--- src/rtl/act_lut_pkg.sv ---
// Shared definitions for the tanh/sigmoid interpolation pipeline: func encodings, the
// default tables (DATA_W=8, ADDR_W=4, 4 fraction bits) and the output saturation helper.
package act_lut_pkg;

    localparam int LUT_DATA_W = 8;
    localparam int LUT_ADDR_W = 4;
    localparam int LUT_DEPTH  = 2 ** LUT_ADDR_W;
    localparam int LUT_SUM_W  = LUT_DATA_W + 2;

    localparam logic FUNC_TANH    = 1'b0;
    localparam logic FUNC_SIGMOID = 1'b1;

    typedef logic signed [LUT_DATA_W-1:0] lut_entry_t;

    // Indexed by the raw segment bits; entries 8..15 hold the negative segments -8..-1.
    localparam lut_entry_t TANH_TABLE [LUT_DEPTH] = '{
        8'h00, 8'h0C, 8'h0F, 8'h10, 8'h10, 8'h10, 8'h10, 8'h10,
        8'hF0, 8'hF0, 8'hF0, 8'hF0, 8'hF0, 8'hF0, 8'hF1, 8'hF4
    };

    localparam lut_entry_t SIGMOID_TABLE [LUT_DEPTH] = '{
        8'h08, 8'h0C, 8'h0E, 8'h0F, 8'h10, 8'h10, 8'h10, 8'h10,
        8'h00, 8'h00, 8'h00, 8'h00, 8'h00, 8'h01, 8'h02, 8'h04
    };

    function automatic lut_entry_t saturate(input logic signed [LUT_SUM_W-1:0] v);
        logic signed [LUT_SUM_W-1:0] max_v;
        logic signed [LUT_SUM_W-1:0] min_v;
        max_v = LUT_SUM_W'((2 ** (LUT_DATA_W - 1)) - 1);
        min_v = LUT_SUM_W'(-(2 ** (LUT_DATA_W - 1)));
        if (v > max_v) begin
            saturate = max_v[LUT_DATA_W-1:0];
        end else if (v < min_v) begin
            saturate = min_v[LUT_DATA_W-1:0];
        end else begin
            saturate = v[LUT_DATA_W-1:0];
        end
    endfunction

endpackage

--- src/rtl/act_lut_rom.sv ---
// Two-function activation table with independent base/next read ports.
// Build with ACT_LUT_INTERP_WR_EN to make the tables writable (reset restores the defaults).
module act_lut_rom
    import act_lut_pkg::*;
(
`ifdef ACT_LUT_INTERP_WR_EN
    input  logic                  clk_i,
    input  logic                  rst_i,
    input  logic                  we_i,
    input  logic                  wfunc_i,
    input  logic [LUT_ADDR_W-1:0] waddr_i,
    input  lut_entry_t            wdata_i,
`endif
    input  logic                  func_i,
    input  logic [LUT_ADDR_W-1:0] base_addr_i,
    input  logic [LUT_ADDR_W-1:0] next_addr_i,
    output lut_entry_t            base_o,
    output lut_entry_t            next_o
);

    lut_entry_t tanh_tbl [LUT_DEPTH];
    lut_entry_t sig_tbl  [LUT_DEPTH];

`ifdef ACT_LUT_INTERP_WR_EN
    // Reads are combinational from the current contents, so a same-cycle write is seen next cycle.
    always_ff @(posedge clk_i) begin
        if (rst_i) begin
            tanh_tbl <= TANH_TABLE;
            sig_tbl  <= SIGMOID_TABLE;
        end else if (we_i) begin
            if (wfunc_i == FUNC_SIGMOID) begin
                sig_tbl[waddr_i] <= wdata_i;
            end else begin
                tanh_tbl[waddr_i] <= wdata_i;
            end
        end
    end
`else
    assign tanh_tbl = TANH_TABLE;
    assign sig_tbl  = SIGMOID_TABLE;
`endif

    always_comb begin
        base_o = '0;
        next_o = '0;
        case (func_i)
            FUNC_TANH: begin
                base_o = tanh_tbl[base_addr_i];
                next_o = tanh_tbl[next_addr_i];
            end
            FUNC_SIGMOID: begin
                base_o = sig_tbl[base_addr_i];
                next_o = sig_tbl[next_addr_i];
            end
            default: ;
        endcase
    end

endmodule

--- src/rtl/act_lut_interp_pipe.sv ---
// Elastic 3-stage tanh/sigmoid piecewise-linear evaluator with tag pass-through.
// Optional macro ACT_LUT_INTERP_WR_EN adds a runtime table write port.
module act_lut_interp_pipe
    import act_lut_pkg::*;
#(
    parameter int DATA_W = LUT_DATA_W,
    parameter int ADDR_W = LUT_ADDR_W,
    parameter int TAG_W  = 4
) (
    input  logic                     clk,
    input  logic                     rst,
    input  logic                     in_valid,
    output logic                     in_ready,
    input  logic signed [DATA_W-1:0] in_data,
    input  logic                     in_func,
    input  logic [TAG_W-1:0]         in_tag,
    output logic                     out_valid,
    input  logic                     out_ready,
    output logic signed [DATA_W-1:0] out_data,
`ifdef ACT_LUT_INTERP_WR_EN
    output logic [TAG_W-1:0]         out_tag,
    input  logic                     lut_we,
    input  logic                     lut_func,
    input  logic [ADDR_W-1:0]        lut_addr,
    input  logic signed [DATA_W-1:0] lut_wdata
`else
    output logic [TAG_W-1:0]         out_tag
`endif
);

    localparam int FRAC_W = DATA_W - ADDR_W;
    localparam int PROD_W = DATA_W + FRAC_W + 1;
    localparam int SUM_W  = DATA_W + 2;
    localparam logic [ADDR_W-1:0] TOP_IDX = ADDR_W'((2 ** (ADDR_W - 1)) - 1);

    logic                     s1_valid_q, s1_valid_d;
    logic                     s1_func_q,  s1_func_d;
    logic [ADDR_W-1:0]        s1_idx_q,   s1_idx_d;
    logic [FRAC_W-1:0]        s1_frac_q,  s1_frac_d;
    logic [TAG_W-1:0]         s1_tag_q,   s1_tag_d;
    logic                     s2_valid_q, s2_valid_d;
    logic signed [DATA_W-1:0] s2_base_q,  s2_base_d;
    logic signed [DATA_W:0]   s2_diff_q,  s2_diff_d;
    logic [FRAC_W-1:0]        s2_frac_q,  s2_frac_d;
    logic [TAG_W-1:0]         s2_tag_q,   s2_tag_d;
    logic                     out_valid_q, out_valid_d;
    logic signed [DATA_W-1:0] out_data_q,  out_data_d;
    logic [TAG_W-1:0]         out_tag_q,   out_tag_d;

    logic adv1, adv2, adv3;
    logic [ADDR_W-1:0]        next_idx;
    logic signed [DATA_W-1:0] rd_base, rd_next;
    logic signed [PROD_W-1:0] prod;
    logic signed [SUM_W-1:0]  sum;

    // A stage may load when it is empty or its contents move on this cycle.
    assign adv3     = !out_valid_q || out_ready;
    assign adv2     = !s2_valid_q || adv3;
    assign adv1     = !s1_valid_q || adv2;
    assign in_ready = adv1;

    // The most positive segment clamps to itself instead of wrapping to the most negative one.
    assign next_idx = (s1_idx_q == TOP_IDX) ? s1_idx_q : s1_idx_q + ADDR_W'(1);

    act_lut_rom u_rom (
`ifdef ACT_LUT_INTERP_WR_EN
        .clk_i       (clk),
        .rst_i       (rst),
        .we_i        (lut_we),
        .wfunc_i     (lut_func),
        .waddr_i     (lut_addr),
        .wdata_i     (lut_wdata),
`endif
        .func_i      (s1_func_q),
        .base_addr_i (s1_idx_q),
        .next_addr_i (next_idx),
        .base_o      (rd_base),
        .next_o      (rd_next)
    );

    assign prod = PROD_W'(s2_diff_q) * PROD_W'($signed({1'b0, s2_frac_q}));
    assign sum  = SUM_W'(s2_base_q) + SUM_W'(prod >>> FRAC_W);

    always_comb begin
        s1_valid_d  = s1_valid_q;
        s1_func_d   = s1_func_q;
        s1_idx_d    = s1_idx_q;
        s1_frac_d   = s1_frac_q;
        s1_tag_d    = s1_tag_q;
        s2_valid_d  = s2_valid_q;
        s2_base_d   = s2_base_q;
        s2_diff_d   = s2_diff_q;
        s2_frac_d   = s2_frac_q;
        s2_tag_d    = s2_tag_q;
        out_valid_d = out_valid_q;
        out_data_d  = out_data_q;
        out_tag_d   = out_tag_q;

        if (adv1) begin
            s1_valid_d = in_valid;
            if (in_valid) begin
                s1_func_d = in_func;
                s1_idx_d  = in_data[DATA_W-1 -: ADDR_W];
                s1_frac_d = in_data[FRAC_W-1:0];
                s1_tag_d  = in_tag;
            end
        end
        if (adv2) begin
            s2_valid_d = s1_valid_q;
            if (s1_valid_q) begin
                s2_base_d = rd_base;
                s2_diff_d = (DATA_W + 1)'(rd_next) - (DATA_W + 1)'(rd_base);
                s2_frac_d = s1_frac_q;
                s2_tag_d  = s1_tag_q;
            end
        end
        if (adv3) begin
            out_valid_d = s2_valid_q;
            if (s2_valid_q) begin
                out_data_d = saturate(sum);
                out_tag_d  = s2_tag_q;
            end
        end
    end

    always_ff @(posedge clk) begin
        if (rst) begin
            s1_valid_q  <= 1'b0;
            s1_func_q   <= 1'b0;
            s1_idx_q    <= '0;
            s1_frac_q   <= '0;
            s1_tag_q    <= '0;
            s2_valid_q  <= 1'b0;
            s2_base_q   <= '0;
            s2_diff_q   <= '0;
            s2_frac_q   <= '0;
            s2_tag_q    <= '0;
            out_valid_q <= 1'b0;
            out_data_q  <= '0;
            out_tag_q   <= '0;
        end else begin
            s1_valid_q  <= s1_valid_d;
            s1_func_q   <= s1_func_d;
            s1_idx_q    <= s1_idx_d;
            s1_frac_q   <= s1_frac_d;
            s1_tag_q    <= s1_tag_d;
            s2_valid_q  <= s2_valid_d;
            s2_base_q   <= s2_base_d;
            s2_diff_q   <= s2_diff_d;
            s2_frac_q   <= s2_frac_d;
            s2_tag_q    <= s2_tag_d;
            out_valid_q <= out_valid_d;
            out_data_q  <= out_data_d;
            out_tag_q   <= out_tag_d;
        end
    end

    assign out_valid = out_valid_q;
    assign out_data  = out_data_q;
    assign out_tag   = out_tag_q;

endmodule

--- config.mk ---
export PLATFORM = sky130hd
export DESIGN_NAME = act_lut_interp_pipe
export DESIGN_NICKNAME = d
export VERILOG_FILES = /design/src/rtl/act_lut_pkg.sv /design/src/rtl/act_lut_rom.sv /design/src/rtl/act_lut_interp_pipe.sv
export SDC_FILE = /design/constraint.sdc
export NUM_CORES = 1
export LEC_CHECK = 0
export CORE_AREA = 2 2 91 93
export CTS_CLUSTER_SIZE = 10
export DETAILED_ROUTE_END_ITERATION = 10
export DIE_AREA = 0 0 93 95
export GPL_ROUTABILITY_DRIVEN = 0
export PLACE_DENSITY_LB_ADDON = 0.05
export SKIP_CTS_REPAIR_TIMING = 1
export SLEW_MARGIN = 30
export SYNTH_ARGS = -nofsm -noshare
export SYNTH_HDL_FRONTEND = slang
export SYNTH_SLANG_ARGS = --single-unit
--- constraint.sdc ---
create_clock -name clk -period 5.2 [get_ports clk]
set_clock_uncertainty 0.15 [all_clocks]
set_input_delay 0.78 -clock clk [delete_from_list [all_inputs] [get_ports clk]]
set_output_delay 0.78 -clock clk [all_outputs]
set_load 0.01 [all_outputs]
Yosys cells after proc, flatten, opt, wreduce, memory -nomap -nowiden. Memories as Yosys holds them, arrays and structs flattened. Cells that the tools add are included.

Output and inout port bits: 14. Register bits after elaboration: 53. Memory bits (read-only): 512. Memory bits (writable): 0. Logic and storage cells: 51. Memories kept: 4. Input port bits: 17. Latch bits: 0.

Reductions and logical operators: 9. Eq/ne operators: 1. $lt $le $gt $ge: 4. Div/mod/pow operators: 0. Muxes and demuxes: 13. Add/sub/neg operators: 3. Shift-type cells: 0. Bitwise operators: 3. Multipliers: 1.

Memories: (name not given) (depth 16, width 8, rd ports 1, clocked after Yosys merged registers in 0, wr ports 0, RTL line act_lut_rom.sv:53) `next_o = sig_tbl[next_addr_i];`; (name not given) (depth 16, width 8, rd ports 1, clocked after Yosys merged registers in 0, wr ports 0, RTL line act_lut_rom.sv:52) `base_o = sig_tbl[base_addr_i];`; (name not given) (depth 16, width 8, rd ports 1, clocked after Yosys merged registers in 0, wr ports 0, RTL line act_lut_rom.sv:49) `next_o = tanh_tbl[next_addr_i];`; (name not given) (depth 16, width 8, rd ports 1, clocked after Yosys merged registers in 0, wr ports 0, RTL line act_lut_rom.sv:48) `base_o = tanh_tbl[base_addr_i];`.

Operator list (count): $mux 8 (10); $pmux 8 s2 (2); $mul 9x5->13 (1); $add 8x9->10 (1); $ge 5x5->1 const B (2); $gt 10x8->1 const B (1); $lt 10x8->1 const B (1); $not 4->5 (2); $sub 8x8->9 (1); $reduce_and 2->1 (3); $add 4x1->4 const B (1); $eq 4x3->1 const B (1); $mux 4 (1); $logic_not 1->1 (3); $logic_or 1x1->1 (3); $not 1->1 (1).

Longest topological paths before layout.
Depth after elaboration: 8. Mapped depth: 20. Depth with buffers taken out: 19.

Hierarchy. A second synthesis with hierarchy kept.

Cells, all modules: 525. Area total of the unflattened synthesis: 4217.8 µm².

Modules (own cells, without submodules): act_lut_interp_pipe (sequential area each 1061.0 µm², cells an instance 472, area an instance 3847.4 µm², times used 1); act_lut_rom (sequential area each 0.0 µm², cells an instance 53, area an instance 370.4 µm², times used 1).

Worst setup path before layout. OpenSTA, ideal clock, no wires.

Kind: reg2reg. Start point: register s2_frac_q[3]. End point: register out_data_q[6] (netlist: out_data[6]). Buffers on the path: 0. Setup time: 134 ps. Path slack: 166 ps. Arrival: 4750 ps. Data required time: 4916 ps. Clock period less this slack: 5034 ps. Stages on the path, launching flop included: 20. Path through: dfxtp_1 -> and2_1 -> ha_1 -> fa_1 -> inv_1 -> fa_1 -> inv_1 -> ha_1 -> nand4_1 -> o211ai_1 -> o311a_1 -> o31a_1 -> a21oi_1 -> ha_1 -> a2111oi_4 -> a21bo_2 -> a311oi_2 -> a41oi_2 -> a221oi_4 -> a211oi_1.

Word-level cells in the longest chain between the ends: 5. Elaborated cells on any way between the ends: 6. Classes of those cells: add/sub (1); mul (1); order compare (2); mux (2).

Ends and longest elaborated chain: from (decl) (RTL line act_lut_interp_pipe.sv:44) `logic [FRAC_W-1:0] s2_frac_q, s2_frac_d;`; from (signal assigned) (RTL line act_lut_interp_pipe.sv:150) `s2_frac_q <= s2_frac_d;`; $mul 9x5->13 * (RTL line act_lut_interp_pipe.sv:81) `assign prod = PROD_W'(s2_diff_q) * PROD_W'($signed({1'b0, s2_frac_q}));`; $add 8x9->10 * (RTL line act_lut_interp_pipe.sv:82) `assign sum = SUM_W'(s2_base_q) + SUM_W'(prod >>> FRAC_W);`; $lt 10x8->1 (RTL line act_lut_pkg.sv:33) `end else if (v < min_v) begin`; $mux 8 (RTL line act_lut_pkg.sv:33); $mux 8 * (RTL line act_lut_pkg.sv:31) `if (v > max_v) begin`; to (signal assigned) (RTL line act_lut_interp_pipe.sv:153) `out_data_q <= out_data_d;`; to (decl) (RTL line act_lut_interp_pipe.sv:47) `logic signed [DATA_W-1:0] out_data_q, out_data_d;`.

Every way passes the cells marked *; elsewhere a longest branch is shown, timed or not. A chain may end at the register's enable or synchronous reset.

Worst setup path in the final report.
Start point: register s2_diff_q[1]. End point: register out_data_q[6] (netlist: out_data[6]).

Word-level cells in the longest chain between the ends: 5. Elaborated cells on any way between the ends: 6. Classes of those cells: add/sub (1); mul (1); order compare (2); mux (2).

Ends and longest elaborated chain: from (decl) (RTL line act_lut_interp_pipe.sv:43) `logic signed [DATA_W:0] s2_diff_q, s2_diff_d;`; from (signal assigned) (RTL line act_lut_interp_pipe.sv:149) `s2_diff_q <= s2_diff_d;`; $mul 9x5->13 * (RTL line act_lut_interp_pipe.sv:81); $add 8x9->10 * (RTL line act_lut_interp_pipe.sv:82); $lt 10x8->1 (RTL line act_lut_pkg.sv:33); $mux 8 (RTL line act_lut_pkg.sv:33); $mux 8 * (RTL line act_lut_pkg.sv:31).

Marked as above.

==> impl_metrics.json <==
{
  "status": "finished clean",
  "p_seq_frac": 0.479,
  "synth_most_common_cell": "nand2_1",
  "ios": 31,
  "pwr-share-clk": 0.311,
  "fp-row-count": 33,
  "yosysTopAreaCell": "dfxtp_1",
  "slew_headroom": 0.397,
  "post-place-ws_ns": 0.00931,
  "die_y_um": 95,
  "grt_pass1_wl_um": 14900,
  "postRouteAntennaNets": 0,
  "hold_class": "register to register",
  "grtUsageTotal": 0.204,
  "hold_end": "out_tag[0]",
  "ys.warnings.count": 0,
  "hold_slack_ns": 0.307,
  "grt_overflow": 0,
  "avgSynthCellArea_sq_um": 8.12,
  "diodes": 0,
  "design_area_sq_um": 4970,
  "synth-seq-area-share": 0.246,
  "rsz0062_at_grt": "yes",
  "synth_seq_cells": 51,
  "finalCritPeriodShare": 0.971,
  "port_buffers": 30,
  "clk_path_buf_depth": 2,
  "worstSetupEndpointType": "register",
  "num_vias": 3561,
  "h-tree-depth": 2,
  "clock-sinks": 51,
  "synth_area_sq_um": 4160,
  "p_leak_nw": 2.07,
  "synthTopCellsByCount": "63 x nand2_1, 51 x dfxtp_1, 46 x a21oi_1, 46 x inv_1, 45 x ha_1",
  "initial_core_util": 0.524,
  "worst_pin_slew_ns": 0.904,
  "peakVddDrop_v": 0.000132,
  "ys_types": 60,
  "crit_fanout": 5,
  "core_sq_um": 7930,
  "synth_cells": 512,
  "synth_top_area_frac": 0.246,
  "required_ns": 5.23,
  "final_nets": 626,
  "combPwrFrac": 0.209,
  "synth_edf_count": 0,
  "slew_violations": 0,
  "r2r_cells": 21,
  "p_sw_frac": 0.285,
  "r2r_start": "s2_diff_q[1]",
  "grt_max_degree": 54,
  "power_switching_w": 0.000256,
  "grt_pass1_vias": 3360,
  "p_int_w": 0.000642,
  "area_growth_pct": 19.7,
  "p_per_area_nw_per_um2": 181,
  "fp.dieW_um": 93,
  "clock.fmax_mhz": 198,
  "first_pass_iters": 5,
  "post-route-drc-count": 0,
  "layout_setup_ws_ns": 0.153,
  "cts_tree": "yes",
  "hp-start": "s2_tag_q[0]",
  "cts_buffers": 5,
  "syn_nets": 593,
  "die_area_sq_um": 8840,
  "setup_viol": 0,
  "critPathKind": "register to register",
  "async_flop_share": 0,
  "r2r_slack_ns": 0.15,
  "crit_arrival_ns": 5.08,
  "hold_violations": 0,
  "worst_r2r_endpoint": "out_data[6]",
  "synth.area.top_cells": "dfxtp_1 25%, ha_1 14%, fa_1 9.2%, nand2_1 5.7%, a21oi_1 5.5%",
  "clk_pin_slew_ns": 0.10,
  "period_minus_slack_ns": 5.05,
  "dp_hpwl_um": 6680,
  "synthFlopType": "dfxtp_1",
  "wirelength_um": 8760,
  "crit_path_start_kind": "register",
  "wl_per_cell_um": 13.5,
  "drt-initial-drc-count": 115,
  "tns_ns": 0,
  "dpl_cell_area_sq_um": 4580,
  "drive_above_1_share": 0.136,
  "min_path_cells": 2,
  "antenna_found_initial": 0,
  "cts_root_buf": "clkbuf_8",
  "avgViaCountPerCell": 5.47,
  "drv_cap": 0,
  "insertion_delay_ns": 0.31
}
==> metal layers <==
layer / vias to the layer above / part of all wire / GRT usage
li1: 1828 / - / -
met2: 63 / 0.48 / 0.356
met3: 15 / 0.026 / 0.0231
met5: - / 0 / 0
met4: 0 / 0.022 / 0.0674
met1: 1655 / 0.47 / 0.264
==> worst max path at each step <==
stage,end,cells past startpoint,start,slack (ns)
floorplan,out_data[6],19,s2_frac_q[3],0.17
global placement,out_data[6],19,s2_frac_q[2],0.06
detailed placement,out_data[0],20,s2_frac_q[2],0.009
CTS,out_data[0],19,s2_frac_q[2],-0.009
global route,out_data[5],22,s2_frac_q[2],-0.04
finish,out_data[6],21,s2_diff_q[1],0.15
==> power groups by stage <==
stage | clock network [W] | logic (W) | registers [W]
final | 0.000280 | 0.000188 | 0.000430
after detailed placement | 0 | 0.000179 | 0.000440
after global placement | 0 | 0.000176 | 0.000440
after floorplan | 0 | 0.000131 | 0.000433
after CTS | 0.000288 | 0.000180 | 0.000431
after global routing | 0.000301 | 0.000214 | 0.000434
==> placed cells by master (no fill, tap or decap), types with 6 or more instances in the layout <==
| cell | count |
|---|---|
| inv_1 | 42 |
| buf_4 | 15 |
| xnor2_1 | 15 |
| clkdlybuf4s50_1 | 30 |
| nand2_1 | 63 |
| ha_4 | 6 |
| nor3_1 | 6 |
| fa_1 | 19 |
| nor2_1 | 39 |
| nand2b_1 | 8 |
| nor2b_1 | 6 |
| a21oi_1 | 44 |
| o21ai_0 | 9 |
| o211ai_1 | 9 |
| nand3_1 | 20 |
| ha_1 | 36 |
| dfxtp_1 | 48 |
| and2_1 | 25 |
==> cell type report <==
| class | instances | area [sq um] |
|---|---|---|
| multi-input combinational | 394 | 3090 |
| tap | 105 | 131 |
| fill | 713 | 2960 |
| clock inverter | 3 | 46.3 |
| timing repair buffer | 47 | 435 |
| inverter | 46 | 173 |
| sequential | 51 | 1030 |
| clock buffer | 5 | 68.8 |
==> logic make-up (layout without fill, tap and decap cells) <==
group | Yosys count | count (layout) | share of synthesized area
flops | 51 | 51 | 0.246
simple gates | 188 | 188 | 0.215
compound gates | 122 | 122 | 0.208
buf+inv | 67 | 101 | 0.0608
xor+xnor | 16 | 16 | 0.0337
fa+ha+maj | 64 | 64 | 0.227
mux | 4 | 4 | 0.00994
==> critical path: stages, from the launching register on <==
cell       delay (ns)
dfxtp_1          0.36
and2_4           0.16
ha_4             0.25
inv_2            0.03
fa_1             0.50
inv_1            0.05
fa_1             0.47
ha_4             0.31
nand4_1          0.08
o211ai_1         0.21
buf_4            0.17
o311a_4          0.18
o31a_1           0.25
a21oi_2          0.07
ha_4             0.17
a2111oi_4        0.34
a21bo_2          0.29
a311oi_2         0.27
a41oi_4          0.07
a221oi_4         0.31
buf_4            0.17
a211oi_2         0.05
==> flip-flops by register name (all words and copies together), names as in the netlist <==
signal	flops
s1_frac_q	4
s1_idx_q	4
s1_tag_q	4
out_valid	1
s2_base_q	6
out_tag	4
s2_diff_q	9
s2_tag_q	4
s2_frac_q	4
s1_func_q	1
s1_valid_q	1
out_data	8
s2_valid_q	1
==> per-stage QoR <==
| stage | power, W | std cells | utilization |
|---|---|---|---|
| final | 0.000898 | 651 | 0.627 |
| after global routing | 0.000949 | 651 | 0.627 |
| after CTS | 0.000899 | 644 | 0.592 |
| after detailed placement | 0.000620 | 636 | 0.578 |
| after global placement | 0.000615 | 636 | 0.578 |
| after floorplan | 0.000564 | 512 | - |
No activity file was read; power rests on OpenSTA's default activity.
